### config.mk
export PLATFORM = sky130hd
export DESIGN_NAME = wb_rr_arbiter
export DESIGN_NICKNAME = d
export VERILOG_FILES = /design/src/rtl/wb_rr_arbiter.sv
export SDC_FILE = /design/constraint.sdc
export NUM_CORES = 1
export LEC_CHECK = 0
export CAP_MARGIN = 20
export CORE_AREA = 2 2 119 121
export DETAILED_ROUTE_END_ITERATION = 7
export DIE_AREA = 0 0 121 123
export GPL_ROUTABILITY_DRIVEN = 0
export SLEW_MARGIN = 25
export SYNTH_ARGS = -nofsm -noshare
export SYNTH_HDL_FRONTEND = slang
export SYNTH_SLANG_ARGS = --single-unit
### constraint.sdc
create_clock -name clk -period 1.6 [get_ports clk]
set_clock_uncertainty 0.2 [all_clocks]
set_input_delay 0.16 -clock clk [delete_from_list [all_inputs] [get_ports clk]]
set_output_delay 0.16 -clock clk [all_outputs]
set_load 0.02 [all_outputs]
### src/rtl/wb_rr_arbiter.sv
// Round-robin Wishbone arbiter: shares one slave port among NUM_MASTERS masters, holding grant for a whole cyc.
// Optional bus watchdog enabled by defining WB_RR_ARBITER_TIMEOUT_EN.
module wb_rr_arbiter #(
  parameter int NUM_MASTERS = 2,
  parameter int ADR_WIDTH   = 32,
  parameter int DATA_WIDTH  = 32,
  parameter int TIMEOUT     = 255
) (
  input  logic                                clk,
  input  logic                                rst_n,
  input  logic [NUM_MASTERS-1:0]              m_cyc,
  input  logic [NUM_MASTERS-1:0]              m_stb,
  input  logic [NUM_MASTERS-1:0]              m_we,
  input  logic [NUM_MASTERS*ADR_WIDTH-1:0]    m_adr,
  input  logic [NUM_MASTERS*DATA_WIDTH-1:0]   m_dat_ms,
  input  logic [NUM_MASTERS*DATA_WIDTH/8-1:0] m_sel,
  input  logic [NUM_MASTERS*3-1:0]            m_cti,
  input  logic [NUM_MASTERS*2-1:0]            m_bte,
  output logic [NUM_MASTERS-1:0]              m_ack,
  output logic [NUM_MASTERS-1:0]              m_rty,
  output logic [NUM_MASTERS-1:0]              m_err,
  output logic [DATA_WIDTH-1:0]               m_dat_sm,
  output logic                                s_cyc,
  output logic                                s_stb,
  output logic                                s_we,
  output logic [ADR_WIDTH-1:0]                s_adr,
  output logic [DATA_WIDTH-1:0]               s_dat_ms,
  output logic [DATA_WIDTH/8-1:0]             s_sel,
  output logic [2:0]                          s_cti,
  output logic [1:0]                          s_bte,
  input  logic                                s_ack,
  input  logic                                s_rty,
  input  logic                                s_err,
  input  logic [DATA_WIDTH-1:0]               s_dat_sm,
  output logic [NUM_MASTERS-1:0]              grant
);

  localparam int SEL_WIDTH = DATA_WIDTH / 8;
  localparam int IDX_WIDTH = (NUM_MASTERS > 1) ? $clog2(NUM_MASTERS) : 1;
  localparam logic [IDX_WIDTH:0]   NUM_M_W  = (IDX_WIDTH+1)'(NUM_MASTERS);
  localparam logic [IDX_WIDTH-1:0] LAST_RST = IDX_WIDTH'(NUM_MASTERS - 1);

  typedef enum logic [0:0] {
    ST_IDLE = 1'b0,
    ST_BUSY = 1'b1
  } state_e;

  state_e                 state_q, state_d;
  logic [NUM_MASTERS-1:0] grant_q, grant_d;
  logic [IDX_WIDTH-1:0]   gidx_q, gidx_d;
  logic [IDX_WIDTH-1:0]   last_q, last_d;
  logic [IDX_WIDTH-1:0]   pick_s;
  logic [IDX_WIDTH:0]     cand_s;
  logic                   found_s;
  logic                   resp_s;
  logic                   timeout_s;

  assign resp_s   = s_ack | s_rty | s_err;
  assign grant    = grant_q;
  assign m_dat_sm = s_dat_sm;

  // Rotating-priority search: first requester after the last owner, wrapping modulo NUM_MASTERS.
  always_comb begin
    pick_s  = last_q;
    found_s = 1'b0;
    cand_s  = {(IDX_WIDTH+1){1'b0}};
    for (int k = 1; k <= NUM_MASTERS; k++) begin
      cand_s = {1'b0, last_q} + (IDX_WIDTH+1)'(k);
      if (cand_s >= NUM_M_W) begin
        cand_s = cand_s - NUM_M_W;
      end else begin
        cand_s = cand_s;
      end
      if (!found_s && m_cyc[cand_s[IDX_WIDTH-1:0]]) begin
        pick_s  = cand_s[IDX_WIDTH-1:0];
        found_s = 1'b1;
      end else begin
        found_s = found_s;
      end
    end
  end

`ifdef WB_RR_ARBITER_TIMEOUT_EN
  localparam int CNT_WIDTH = (TIMEOUT > 0) ? $clog2(TIMEOUT + 1) : 1;
  localparam logic [CNT_WIDTH-1:0] CNT_LAST = CNT_WIDTH'((TIMEOUT > 0) ? TIMEOUT - 1 : 0);

  logic [CNT_WIDTH-1:0] cnt_q, cnt_d;

  // Watchdog fires on the stalled cycle in which the count would reach TIMEOUT.
  always_comb begin
    timeout_s = 1'b0;
    cnt_d     = {CNT_WIDTH{1'b0}};
    if (state_q == ST_BUSY && m_cyc[gidx_q]) begin
      if (resp_s || !m_stb[gidx_q]) begin
        cnt_d = {CNT_WIDTH{1'b0}};
      end else if (cnt_q == CNT_LAST) begin
        timeout_s = 1'b1;
        cnt_d     = {CNT_WIDTH{1'b0}};
      end else begin
        cnt_d = cnt_q + CNT_WIDTH'(1);
      end
    end else begin
      cnt_d = {CNT_WIDTH{1'b0}};
    end
  end

  // Watchdog counter register.
  always_ff @(posedge clk) begin
    if (!rst_n) begin
      cnt_q <= {CNT_WIDTH{1'b0}};
    end else begin
      cnt_q <= cnt_d;
    end
  end
`else
  assign timeout_s = 1'b0;
`endif

  // State, grant and last-owner registers.
  always_ff @(posedge clk) begin
    if (!rst_n) begin
      state_q <= ST_IDLE;
      grant_q <= {NUM_MASTERS{1'b0}};
      gidx_q  <= {IDX_WIDTH{1'b0}};
      last_q  <= LAST_RST;
    end else begin
      state_q <= state_d;
      grant_q <= grant_d;
      gidx_q  <= gidx_d;
      last_q  <= last_d;
    end
  end

  // Next-state logic: grant is taken in IDLE and frozen until the owner drops cyc.
  always_comb begin
    state_d = state_q;
    grant_d = grant_q;
    gidx_d  = gidx_q;
    last_d  = last_q;
    case (state_q)
      ST_IDLE: begin
        if (found_s) begin
          state_d         = ST_BUSY;
          gidx_d          = pick_s;
          grant_d         = {NUM_MASTERS{1'b0}};
          grant_d[pick_s] = 1'b1;
        end else begin
          grant_d = {NUM_MASTERS{1'b0}};
        end
      end
      ST_BUSY: begin
        if (!m_cyc[gidx_q] || timeout_s) begin
          state_d = ST_IDLE;
          grant_d = {NUM_MASTERS{1'b0}};
          last_d  = gidx_q;
        end else begin
          state_d = ST_BUSY;
        end
      end
      default: begin
        state_d = ST_IDLE;
        grant_d = {NUM_MASTERS{1'b0}};
      end
    endcase
  end

  // Output muxing: combinational from the registered owner so slave ack timing passes straight through.
  always_comb begin
    s_cyc    = 1'b0;
    s_stb    = 1'b0;
    s_we     = 1'b0;
    s_adr    = {ADR_WIDTH{1'b0}};
    s_dat_ms = {DATA_WIDTH{1'b0}};
    s_sel    = {SEL_WIDTH{1'b0}};
    s_cti    = 3'b000;
    s_bte    = 2'b00;
    m_ack    = {NUM_MASTERS{1'b0}};
    m_rty    = {NUM_MASTERS{1'b0}};
    m_err    = {NUM_MASTERS{1'b0}};
    if (rst_n && state_q == ST_BUSY) begin
      s_cyc         = m_cyc[gidx_q] & ~timeout_s;
      s_stb         = m_stb[gidx_q] & ~timeout_s;
      s_we          = m_we[gidx_q];
      s_adr         = m_adr[gidx_q*ADR_WIDTH +: ADR_WIDTH];
      s_dat_ms      = m_dat_ms[gidx_q*DATA_WIDTH +: DATA_WIDTH];
      s_sel         = m_sel[gidx_q*SEL_WIDTH +: SEL_WIDTH];
      s_cti         = m_cti[gidx_q*3 +: 3];
      s_bte         = m_bte[gidx_q*2 +: 2];
      m_ack[gidx_q] = s_ack;
      m_rty[gidx_q] = s_rty;
      m_err[gidx_q] = s_err | timeout_s;
    end else begin
      s_cyc = 1'b0;
    end
  end

endmodule

==> out/summary.txt <==
Hold path start -> s_dat_sm[0]
Synthesized Nets -> 423
Fmax -> 562 MHz
CTS Buffer Depth -> 2
Sequential fraction of the synthesis area -> 0.0578
# port buffers -> 240
Design area -> 0.00445 mm^2
Number of DRC markers in iteration 0 -> 26
Crit Path Category -> reg -> out
Initial antenna violation count -> 0
Final period utilization -> 1.11
WHS Endpoint -> m_dat_sm[0]
Final core utilization -> 0.327
Chip width -> 121 um
DIE AREA -> 0.0149 mm^2
Hold Crit Class -> in -> out
Min cycle time layout -> 1780 ps
Crit Reg-Reg Startpoint -> gidx_q$_SDFFE_PN0P_
RSZ-0062 raised after global routing -> yes
Crit path required time -> 1240 ps
FF-to-FF setup slack -> -30 ps
Most common cell after layout, fill and taps aside -> clkdlybuf4s50_1
N_diodes -> 0
CTS Sinks -> 5
Core area -> 0.0136 mm^2
Final wirelength -> 9.15 mm
Layout Cells excl Fill -> 646
Drt first pass iters -> 4
Synth area leaders -> mux2i_1 44%, nor2_1 17%, buf_4 15%
Synth unique cells -> 23
Initial core utilization -> 0.127
Critical path capture point type -> output port
GR peak layer -> met2
Drt drc -> 0
Clk root buf -> clkbuf_16
Crit Path Max Fanout -> 7
Worst-path clk slew -> 30 ps
Failing checks -> setup timing
Fraction of layout cells with a size suffix above 1 -> 0.309
Post-synth top area share -> 0.439
Worst reg2reg endpoint -> grant[0]$_SDFFE_PN0P_
DP Area -> 0.00409 mm^2
Power per cell area -> 416 mW/mm^2
# fillers -> 1439
Global routing usage on met1 -> 0.115
Synthesized area -> 0.00173 mm^2
Layout net count -> 656
Via density -> 3.81
Status -> complete, but fails checks
Grt met3 use -> 0.0189
Worst hold path depth -> 0
GR Util met2 -> 0.215
Worst EP arrival -> 1420 ps
First-pass GRT wire length -> 12.7 mm
CTS tree -> done
Max-cap violations -> 0
Clock latency on the worst-skew pair -> 230 ps
Vias in the first global route -> 2447
Row count -> 43
Final setup vio count -> 79
Placed insts -> 616
Worst R2R Path Depth -> 7
P_leak -> 1.89 nW
Post-Syn Area per Cell -> 7.40 um^2
Largest area contributor in the netlist -> mux2i_1
Slew Viols, Final -> 0
PnR Total Power -> 0.00185 W
Die Span Y -> 123 um
Top Ports -> 305
Depth of the CTS H-tree -> 1
Mapped Cells -> 234
Hpwl dp -> 7.01 mm
Final setup margin -> -179 ps
Total CTS buffers -> 3
Setup crit start kind -> flip-flop
All-layer global routing usage -> 0.108
Yosys reg bits -> 5
Relative slew slack -> 0.803
GRT overflow -> 0
Commonest cells after routing, fill and taps aside -> 155 x clkdlybuf4s50_1, 75 x nor2_1, 68 x mux2i_1, 52 x buf_4, 34 x buf_2
Hold_ws -> 120 ps
Area grow syn2layout -> 157%
ANT nets after route -> 0
Peak VDD IR -> 274 uV
Total number of vias -> 2464
Synth Warn # -> 0
Largest net degree at the start of global routing -> 43
Final hold violation count -> 0
Slew @ Worst Pin -> 297 ps
WL/cell -> 14.2 um
## what timing repair did
action	CTS	global route
gates resized for setup	377	46
setup buffers	16	4
endpoints found under the setup margin	84	83
hold buffers	0	0
pin swaps	5	26
gates cloned	6	1
## sequential cells by signal (all words and copies together) (netlist names)
signal   flops
last_q       1
state_q      1
grant        2
gidx_q       1
## per-stage QoR
stage,setup slack (ps),setup TNS (ps)
3_3_place_gp,-591,-40960
4_1_cts,-194,-7890
6_report,-179,-7990
2_1_floorplan,139,0
3_5_place_dp,-621,-43780
5_1_grt,-231,-12730
## synthesized netlist by cell type (all sizes together)
cell type and count:
and2 1, o21ai 5, a32o 1, nand3 1, a21oi 1, nand2b 2, mux2i 76, nor2b 2
dfxtp 5, clkbuf 5, nor2 77, a221oi 1, nand2 3, and3 3, nor3b 3, inv 3
buf 45
## power by group
group          switching (W)  total [W]  internal, W  leakage [nW]
Sequential         0.0000113   0.000148     0.000137        0.0423
Clock              0.0000832   0.000413     0.000330        0.0382
Combinational       0.000488    0.00129     0.000802          1.81
## cell type report
type | count | area [um^2] | share of cell area
clock buffer | 4 | 78.8 | 0.0177
inverter | 3 | 11.3 | 0.00253
multi-input combinational | 176 | 1280 | 0.289
sequential | 5 | 105 | 0.0236
tap | 180 | 225 | 0.0506
timing repair buffer | 278 | 2740 | 0.617
## worst max path at each step
stage                                    from  slack (ps)  cells after the start         to
after floorplan           gidx_q$_SDFFE_PN0P_         140                      5   s_adr[0]
after CTS                 gidx_q$_SDFFE_PN0P_        -190                      6      s_cyc
final                     gidx_q$_SDFFE_PN0P_        -180                      6  s_adr[18]
after global routing      gidx_q$_SDFFE_PN0P_        -230                      6  s_adr[18]
after global placement                  rst_n        -590                      5   m_rty[0]
after detailed placement                rst_n        -620                      5   m_rty[0]
## metal layers
| metal | part of all wire | vias up |
|---|---|---|
| li1 | - | 1217 |
| met4 | 0.019 | 0 |
| met1 | 0.35 | 1112 |
| met5 | 0 | - |
| met3 | 0.070 | 18 |
| met2 | 0.56 | 117 |
## critical path, stage by stage, from the launching register on
cell     delay, ps
dfxtp_4        370
buf_12         120
buf_12         120
buf_12         130
mux2i_1        220
nor2_1          70
buf_4          160
## kinds of logic after synthesis
group	share of synthesized area
and+or+nand+nor	0.228
AOI/OAI and AO/OA	0.0282
muxes	0.439
buffers and inverters	0.246
DFF	0.0578
Power figures use the tool's default switching activity.
